## src/rtl/lc3_control_fsm_if.sv

```systemverilog
// Control bus between the LC-3 control FSM (master) and the datapath/memory side (slave).
// The optional step input exists only when LC3_SINGLE_STEP_EN is defined.
interface lc3_control_fsm_if;
    logic       run;
`ifdef LC3_SINGLE_STEP_EN
    logic       step;
`endif
    logic [3:0] ir_opcode;
    logic       ben;
    logic       mem_ready;

    logic       ld_mar;
    logic       ld_mdr;
    logic       ld_ir;
    logic       ld_ben;
    logic       ld_reg;
    logic       ld_cc;
    logic       ld_pc;
    logic       gate_pc;
    logic       gate_mdr;
    logic       gate_alu;
    logic       gate_marmux;
    logic [1:0] pcmux_sel;
    logic       addr1mux_sel;
    logic [1:0] addr2mux_sel;
    logic [1:0] aluk;
    logic       mio_en;
    logic       r_w;
    logic       mem_err;
    logic [5:0] state_num;

    // FSM side: consumes status, drives every strobe and select.
    modport master (
`ifdef LC3_SINGLE_STEP_EN
        input  step,
`endif
        input  run, ir_opcode, ben, mem_ready,
        output ld_mar, ld_mdr, ld_ir, ld_ben, ld_reg, ld_cc, ld_pc,
        output gate_pc, gate_mdr, gate_alu, gate_marmux,
        output pcmux_sel, addr1mux_sel, addr2mux_sel, aluk,
        output mio_en, r_w, mem_err, state_num
    );

    // Datapath/memory side: mirror image of the master.
    modport slave (
`ifdef LC3_SINGLE_STEP_EN
        output step,
`endif
        output run, ir_opcode, ben, mem_ready,
        input  ld_mar, ld_mdr, ld_ir, ld_ben, ld_reg, ld_cc, ld_pc,
        input  gate_pc, gate_mdr, gate_alu, gate_marmux,
        input  pcmux_sel, addr1mux_sel, addr2mux_sel, aluk,
        input  mio_en, r_w, mem_err, state_num
    );
endinterface

```

## src/rtl/lc3_control_fsm.sv

```systemverilog
// lc3_control_fsm: Moore control FSM for the LC-3 datapath (fetch, decode, execute
// for BR, ADD, LD, ST, AND, NOT, JMP, LEA, TRAP-as-halt). Memory states wait on
// mem_ready with a MEM_TIMEOUT-cycle limit; a timeout sets a sticky mem_err and halts.
// Optional macro LC3_SINGLE_STEP_EN adds a step input that runs one instruction
// from HALTED.
module lc3_control_fsm #(
    parameter int MEM_TIMEOUT = 15
) (
    input logic               clk,
    input logic               reset,
    lc3_control_fsm_if.master bus
);

    // Encodings are the LC-3 state numbers so state_num is the state register itself.
    typedef enum logic [5:0] {
        S0     = 6'd0,
        S1     = 6'd1,
        S2     = 6'd2,
        S3     = 6'd3,
        S5     = 6'd5,
        S9     = 6'd9,
        S12    = 6'd12,
        S14    = 6'd14,
        S16    = 6'd16,
        S18    = 6'd18,
        S22    = 6'd22,
        S23    = 6'd23,
        S25    = 6'd25,
        S27    = 6'd27,
        S32    = 6'd32,
        S33    = 6'd33,
        S35    = 6'd35,
        HALTED = 6'd63
    } state_t;

    typedef struct packed {
        logic       ld_mar;
        logic       ld_mdr;
        logic       ld_ir;
        logic       ld_ben;
        logic       ld_reg;
        logic       ld_cc;
        logic       ld_pc;
        logic       gate_pc;
        logic       gate_mdr;
        logic       gate_alu;
        logic       gate_marmux;
        logic [1:0] pcmux_sel;
        logic       addr1mux_sel;
        logic [1:0] addr2mux_sel;
        logic [1:0] aluk;
        logic       mio_en;
        logic       r_w;
    } ctl_t;

    // Last wait count at which a still-missing mem_ready turns into a fault.
    localparam logic [7:0] WAIT_LAST = 8'(MEM_TIMEOUT - 1);

    state_t     state;
    state_t     next;
    state_t     after_instr;
    ctl_t       ctl;
    logic [7:0] wait_cnt;
    logic       mem_err;
    logic       in_mem;
    logic       timeout;
    logic       start;
    logic       go_on;
`ifdef LC3_SINGLE_STEP_EN
    logic       stepping;
`endif

    // Strobes and selects asserted in each state; anything not listed stays 0.
    function automatic ctl_t decode(state_t s);
        ctl_t c;
        c = '0;
        case (s)
            S18: begin
                c.ld_mar  = 1'b1;
                c.gate_pc = 1'b1;
                c.ld_pc   = 1'b1;
            end
            S33, S25: begin
                c.mio_en = 1'b1;
                c.ld_mdr = 1'b1;
            end
            S35: begin
                c.gate_mdr = 1'b1;
                c.ld_ir    = 1'b1;
            end
            S32: c.ld_ben = 1'b1;
            S22: begin
                c.ld_pc        = 1'b1;
                c.pcmux_sel    = 2'b01;
                c.addr2mux_sel = 2'b01;
            end
            S1, S5, S9: begin
                c.gate_alu = 1'b1;
                c.ld_reg   = 1'b1;
                c.ld_cc    = 1'b1;
                c.aluk     = (s == S1) ? 2'b00 : (s == S5) ? 2'b01 : 2'b10;
            end
            S2, S3: begin
                c.gate_marmux  = 1'b1;
                c.ld_mar       = 1'b1;
                c.addr2mux_sel = 2'b01;
            end
            S27: begin
                c.gate_mdr = 1'b1;
                c.ld_reg   = 1'b1;
                c.ld_cc    = 1'b1;
            end
            S23: begin
                c.gate_alu = 1'b1;
                c.aluk     = 2'b11;
                c.ld_mdr   = 1'b1;
            end
            S16: begin
                c.mio_en = 1'b1;
                c.r_w    = 1'b1;
            end
            S12: begin
                c.ld_pc        = 1'b1;
                c.pcmux_sel    = 2'b01;
                c.addr1mux_sel = 1'b1;
            end
            S14: begin
                c.gate_marmux  = 1'b1;
                c.ld_reg       = 1'b1;
                c.addr2mux_sel = 2'b01;
            end
            default: c = '0;
        endcase
        return c;
    endfunction

    // Next-state logic: sequencing, opcode dispatch and memory wait/timeout decisions.
    always_comb begin
        // NOTE: every variable gets a default first so no path infers a latch.
        next    = state;
        in_mem  = (state == S33) || (state == S25) || (state == S16);
        timeout = in_mem && !bus.mem_ready && (wait_cnt == WAIT_LAST);
`ifdef LC3_SINGLE_STEP_EN
        start       = bus.run || bus.step;
        go_on       = bus.run || stepping;
        after_instr = bus.run ? S18 : HALTED;
`else
        start       = bus.run;
        go_on       = bus.run;
        after_instr = S18;
`endif
        unique case (state)
            HALTED: if (start && !mem_err) next = S18;
            S18:    next = go_on ? S33 : HALTED;
            S33:    if (bus.mem_ready) next = S35; else if (timeout) next = HALTED;
            S35:    next = S32;
            S32: begin
                case (bus.ir_opcode)
                    4'b0000: next = S0;
                    4'b0001: next = S1;
                    4'b0010: next = S2;
                    4'b0011: next = S3;
                    4'b0101: next = S5;
                    4'b1001: next = S9;
                    4'b1100: next = S12;
                    4'b1110: next = S14;
                    4'b1111: next = HALTED;
                    default: next = S18;
                endcase
            end
            S0:     next = bus.ben ? S22 : after_instr;
            S2:     next = S25;
            S25:    if (bus.mem_ready) next = S27; else if (timeout) next = HALTED;
            S3:     next = S23;
            S23:    next = S16;
            S16:    if (bus.mem_ready) next = after_instr; else if (timeout) next = HALTED;
            S1, S5, S9, S12, S14, S22, S27: next = after_instr;
            default: next = HALTED;
        endcase
    end

    // State, registered outputs decoded from the next state, wait counter and error flag.
    always_ff @(posedge clk or posedge reset) begin
        if (reset) begin
            state    <= HALTED;
            ctl      <= '0;
            wait_cnt <= '0;
            mem_err  <= 1'b0;
`ifdef LC3_SINGLE_STEP_EN
            stepping <= 1'b0;
`endif
        end else begin
            // NOTE: non-blocking assignments keep every register updating from pre-edge values.
            state <= next;
            ctl   <= decode(next);
            if (timeout)
                mem_err <= 1'b1;
            if (next != state)
                wait_cnt <= '0;
            else if (in_mem)
                wait_cnt <= wait_cnt + 8'd1;
`ifdef LC3_SINGLE_STEP_EN
            if (next == HALTED)
                stepping <= 1'b0;
            else if (state == HALTED && next == S18)
                stepping <= !bus.run;
`endif
        end
    end

    assign bus.ld_mar       = ctl.ld_mar;
    assign bus.ld_mdr       = ctl.ld_mdr;
    assign bus.ld_ir        = ctl.ld_ir;
    assign bus.ld_ben       = ctl.ld_ben;
    assign bus.ld_reg       = ctl.ld_reg;
    assign bus.ld_cc        = ctl.ld_cc;
    assign bus.ld_pc        = ctl.ld_pc;
    assign bus.gate_pc      = ctl.gate_pc;
    assign bus.gate_mdr     = ctl.gate_mdr;
    assign bus.gate_alu     = ctl.gate_alu;
    assign bus.gate_marmux  = ctl.gate_marmux;
    assign bus.pcmux_sel    = ctl.pcmux_sel;
    assign bus.addr1mux_sel = ctl.addr1mux_sel;
    assign bus.addr2mux_sel = ctl.addr2mux_sel;
    assign bus.aluk         = ctl.aluk;
    assign bus.mio_en       = ctl.mio_en;
    assign bus.r_w          = ctl.r_w;
    assign bus.mem_err      = mem_err;
    assign bus.state_num    = state;

endmodule

```

## src/flat_wrapper.sv

```systemverilog
// flat-port wrapper written by rule: the top's interface ports become plain ports
module lc3_control_fsm_flat 
#(
    parameter int MEM_TIMEOUT = 15
)
  (clk, reset, bus_run, bus_ir_opcode, bus_ben, bus_mem_ready, bus_ld_mar, bus_ld_mdr, bus_ld_ir, bus_ld_ben, bus_ld_reg, bus_ld_cc, bus_ld_pc, bus_gate_pc, bus_gate_mdr, bus_gate_alu, bus_gate_marmux, bus_pcmux_sel, bus_addr1mux_sel, bus_addr2mux_sel, bus_aluk, bus_mio_en, bus_r_w, bus_mem_err, bus_state_num);
  lc3_control_fsm_if bus_i ();
  input logic clk;
  input logic reset;
  input wire logic [$bits(bus_i.run)-1:0] bus_run;
  input wire logic [$bits(bus_i.ir_opcode)-1:0] bus_ir_opcode;
  input wire logic [$bits(bus_i.ben)-1:0] bus_ben;
  input wire logic [$bits(bus_i.mem_ready)-1:0] bus_mem_ready;
  output wire logic [$bits(bus_i.ld_mar)-1:0] bus_ld_mar;
  output wire logic [$bits(bus_i.ld_mdr)-1:0] bus_ld_mdr;
  output wire logic [$bits(bus_i.ld_ir)-1:0] bus_ld_ir;
  output wire logic [$bits(bus_i.ld_ben)-1:0] bus_ld_ben;
  output wire logic [$bits(bus_i.ld_reg)-1:0] bus_ld_reg;
  output wire logic [$bits(bus_i.ld_cc)-1:0] bus_ld_cc;
  output wire logic [$bits(bus_i.ld_pc)-1:0] bus_ld_pc;
  output wire logic [$bits(bus_i.gate_pc)-1:0] bus_gate_pc;
  output wire logic [$bits(bus_i.gate_mdr)-1:0] bus_gate_mdr;
  output wire logic [$bits(bus_i.gate_alu)-1:0] bus_gate_alu;
  output wire logic [$bits(bus_i.gate_marmux)-1:0] bus_gate_marmux;
  output wire logic [$bits(bus_i.pcmux_sel)-1:0] bus_pcmux_sel;
  output wire logic [$bits(bus_i.addr1mux_sel)-1:0] bus_addr1mux_sel;
  output wire logic [$bits(bus_i.addr2mux_sel)-1:0] bus_addr2mux_sel;
  output wire logic [$bits(bus_i.aluk)-1:0] bus_aluk;
  output wire logic [$bits(bus_i.mio_en)-1:0] bus_mio_en;
  output wire logic [$bits(bus_i.r_w)-1:0] bus_r_w;
  output wire logic [$bits(bus_i.mem_err)-1:0] bus_mem_err;
  output wire logic [$bits(bus_i.state_num)-1:0] bus_state_num;
  assign bus_i.run = bus_run;
  assign bus_i.ir_opcode = bus_ir_opcode;
  assign bus_i.ben = bus_ben;
  assign bus_i.mem_ready = bus_mem_ready;
  assign bus_ld_mar = bus_i.ld_mar;
  assign bus_ld_mdr = bus_i.ld_mdr;
  assign bus_ld_ir = bus_i.ld_ir;
  assign bus_ld_ben = bus_i.ld_ben;
  assign bus_ld_reg = bus_i.ld_reg;
  assign bus_ld_cc = bus_i.ld_cc;
  assign bus_ld_pc = bus_i.ld_pc;
  assign bus_gate_pc = bus_i.gate_pc;
  assign bus_gate_mdr = bus_i.gate_mdr;
  assign bus_gate_alu = bus_i.gate_alu;
  assign bus_gate_marmux = bus_i.gate_marmux;
  assign bus_pcmux_sel = bus_i.pcmux_sel;
  assign bus_addr1mux_sel = bus_i.addr1mux_sel;
  assign bus_addr2mux_sel = bus_i.addr2mux_sel;
  assign bus_aluk = bus_i.aluk;
  assign bus_mio_en = bus_i.mio_en;
  assign bus_r_w = bus_i.r_w;
  assign bus_mem_err = bus_i.mem_err;
  assign bus_state_num = bus_i.state_num;
  lc3_control_fsm #(.MEM_TIMEOUT(MEM_TIMEOUT)) u_core (.clk(clk), .reset(reset), .bus(bus_i));
endmodule
```

## config.mk

```make
export PLATFORM = sky130hd
export DESIGN_NAME = lc3_control_fsm_flat
export DESIGN_NICKNAME = d
export VERILOG_FILES = /design/src/rtl/lc3_control_fsm_if.sv /design/src/rtl/lc3_control_fsm.sv /design/src/flat_wrapper.sv
export SDC_FILE = /design/constraint.sdc
export NUM_CORES = 1
export LEC_CHECK = 0
export CAP_MARGIN = 0
export CORE_ASPECT_RATIO = 1.5
export CORE_MARGIN = 4
export CORE_UTILIZATION = 54
export CTS_BUF_LIST = sky130_fd_sc_hd__clkbuf_4 sky130_fd_sc_hd__clkbuf_8 sky130_fd_sc_hd__clkbuf_16
export DETAILED_ROUTE_END_ITERATION = 8
export PLACE_DENSITY = 0.8
export SLEW_MARGIN = 20
export SYNTH_ARGS = -nofsm -noshare
export SYNTH_HDL_FRONTEND = slang
export SYNTH_SLANG_ARGS = --single-unit
```

## constraint.sdc

```tcl
create_clock -name clk -period 2.9 [get_ports clk]
set_input_delay 0.58 -clock clk [delete_from_list [all_inputs] [get_ports clk]]
set_output_delay 0.58 -clock clk [all_outputs]
set_load 0.02 [all_outputs]
```

==> results.tsv <==
metric	value	unit
track_usage	0.2186	
cap_violations	0	
path_buf_inv	1	
setup_viol	0	
grt_pass1_vias	1909	
start_util	0.5586	
ys_types	60	
viasPerCell	6.052	
syn_to_final_growth	21.13	%
seqCellArea	840.8	um2
muxShareOfSynthArea	0.009047	
synth_xor_area_frac	0.06333	
htree_num_levels	2	
final_core_util	0.6766	
synthSimpleGateAreaFrac	0.2895	
status	finished, final reports clean	
drt_iter0_markers	114	
fp.dieH	88.81	um
core	4209	um2
pre_cts_ws	-0.07010	ns
yosys.area.top_type	dfrtp_1	
synth-seq-cells	33	
synth_cells	258	
hold_viol_final	0	
port_buffers	33	
row_count	29	
max_freq	366.1	MHz
synth_adder_area_share	0.01064	
final_nets	312	
cts_tree	done	
dieArea	5495	um2
crit_slowest_cell	dfstp_4	
startpoint_type	register	
grt_start_max_net_pins	34	
finalClockSkew	0.004273	ns
fin_crit	2.731	ns
critical_path_class	reg2reg	
cp.required	3.09	ns
cts_hold_buf	0	
clk_pin_slew	0.06	ns
gp_congestion	0.8835	
drive_gt1_frac	0.2020	
routed_wl	5.652	mm
post_drt_wl_per_cell	16.24	um
n_fill_cell	349	
avgSynthCellArea	9.112	um2
io_pins	36	
ys_seq_area_frac	0.3544	
peakVddDrop	830.9	uV
synth_compound_area_frac	0.1740	
synth_top_flop_cell	dfrtp_1	
yosysWarnings	0	
overflow	0	
antenna_found_initial	0	
ant_nets	0	
path_max_fanout	27	
cp_data_arrival_time	2.92	ns
synth-edff-count	0	
yosys-top-cells-area	dfrtp_1 (29%), dfstp_2 (6.7%), buf_6 (5.7%), nand2_1 (3.7%), xor2_1 (3.4%)	
fin_ws	0.1689	ns
cts_made_buffers	5	
total_power	0.003074	W
path_delay_family	simple AND/OR/NAND/NOR gates	
clock_insertion_delay_worst_skew	0.28	ns
yosysTopAreaCellShare	0.2874	
powerDensity	1079	nW/um2
grt_pass1_wl	8.928	mm
fin_crit_sh	0.9418	
cts_buffer_depth	2	
root_buffer	clkbuf_8	
clock-sinks	33	
synth_top_family_by_area	simple AND/OR/NAND/NOR gates	
detail_route.first_pass.iterations	4	
dp_hpwl	4.170	mm
worstSetupEndpointType	register	
num_antenna_cells	0	
rsz0062_at_grt	false	
synth_area	2351	um2
drc	0	
num_vias	2106	
die_w	61.88	um
crit_chain	xor2_1 -> o22ai_2 -> buf_4 -> o31a_1 -> or4_4 -> nand2b_4 -> o21ai_4 -> nand3_4 -> nor3_1	
whs	0.5392	ns
maxSlewViolCount	0	
slowest_delay	0.78	ns
largest_register_ffs	8	
ys_async_sr_fraction	1.000	
min_path_type	reg2reg	
leakage	1.185	nW
multi_input_area	1315	um2
largest_register	u_core.wait_cnt	
==> area by class of cell <==
cell class              count  share of cell area
repair buffers             59              0.1845
well taps                  46             0.02021
clock inverters             3            0.006151
clock buffers               5             0.02417
inverters                   6            0.007909
multi-input cells         196              0.4618
flip-flops and latches     33              0.2953
==> final timing paths <==
path	startpoint	endpoint	slack [ns]	depth (start not counted)
max	u_core.bus.state_num[3]	u_core.wait_cnt[7]	0.17	9
min	u_core.bus.mem_err	u_core.bus.mem_err	0.54	1
max reg2reg	u_core.bus.state_num[3]	u_core.wait_cnt[7]	0.17	9
min reg2reg	u_core.bus.mem_err	u_core.bus.mem_err	0.54	1
max in group asynchronous	reset	u_core.bus.state_num[1]	1.88	3
min in group asynchronous	reset	u_core.bus.addr1mux_sel	0.69	3
==> per-layer routing <==
layer | routed length [um] | up-vias | share of wire | global-route usage
met1 | 2295 | 1018 | 0.41 | 0.2675
met2 | 3046 | 61 | 0.54 | 0.3746
met3 | 145 | 15 | 0.026 | 0.01606
met5 | 0 | - | 0 | 0
met4 | 164 | 0 | 0.029 | 0.1081
li1 | - | 1012 | - | -
==> stage by stage <==
stage	std cells	TNS, ns	instance area (um2)
2_1_floorplan	259	0	2355
3_3_place_gp	340	0	2731
3_5_place_dp	340	-0.1877	2731
4_1_cts	348	0	2818
5_1_grt	348	0	2848
6_report	348	0	2848
==> cells in the mapped netlist (all sizes together), types with 4 or more instances <==
cell / count
a21oi: 8
a31oi: 4
buf: 22
dfrtp: 27
dfstp: 6
inv: 6
nand2: 23
nand2b: 6
nand3: 12
nand3b: 7
nand4: 7
nor2: 15
nor2b: 5
nor3: 15
o21a: 5
o21ai: 11
o22ai: 5
o31ai: 5
or2: 4
xnor2: 8
xor2: 9
==> cell families (layout without fill, tap and decap cells) <==
group,after synthesis,count (layout)
other,1,2
adder cells (fa/ha/maj),2,2
AND/OR/NAND/NOR,118,118
AO/OA/AOI/OAI,55,55
multiplexers,2,2
XOR/XNOR,17,17
buffers and inverters,30,73
flip-flops,33,33
==> worst reg2reg max path: cells and delay by family (launching register included) <==
| family | cells | cell delay, ns |
|---|---|---|
| buffers and inverters | 1 | 0.20 |
| xor gates and xnor gates | 1 | 0.27 |
| and+or+nand+nor | 4 | 1.01 |
| AOI/OAI and AO/OA | 3 | 0.37 |
| DFF | 1 | 0.78 |
==> repair_timing <==
item	4_1_cts	5_1_grt
setup buffers	0	0
endpoints found under the setup margin	0	8
resized for setup	0	6
hold endpoints to repair	0	0
==> layout by cell type, fill, tap and decap left out, drive strengths merged, types with 3 or more instances in the layout <==
cell           netlist  layout
xor2                 9       9
dfrtp               27      27
nor3b                3       3
nand2b               6       6
xnor2                8       8
nand2               23      23
o21ai               11      11
clkdlybuf4s50        0      33
o22ai                5       5
dfstp                6       6
nor2                15      15
or2                  4       4
or3                  3       3
nor2b                5       5
o31ai                5       5
o211ai               3       3
nor3                15      15
clkbuf               2       5
buf                 22      26
nand3               12      12
a21oi                8       8
nand3b               7       7
a31oi                4       4
and3                 3       3
o21a                 5       5
nand4                7       7
nor4                 3       3
inv                  6       6
==> where the power goes <==
group	internal, W	total (W)	leakage (nW)	switching [W]
Clock	0.000165	0.000329	0.0439	0.000163
Sequential	0.000610	0.000832	0.436	0.000223
Combinational	0.000869	0.00191	0.705	0.00104
(Power assumes the default switching activity.)
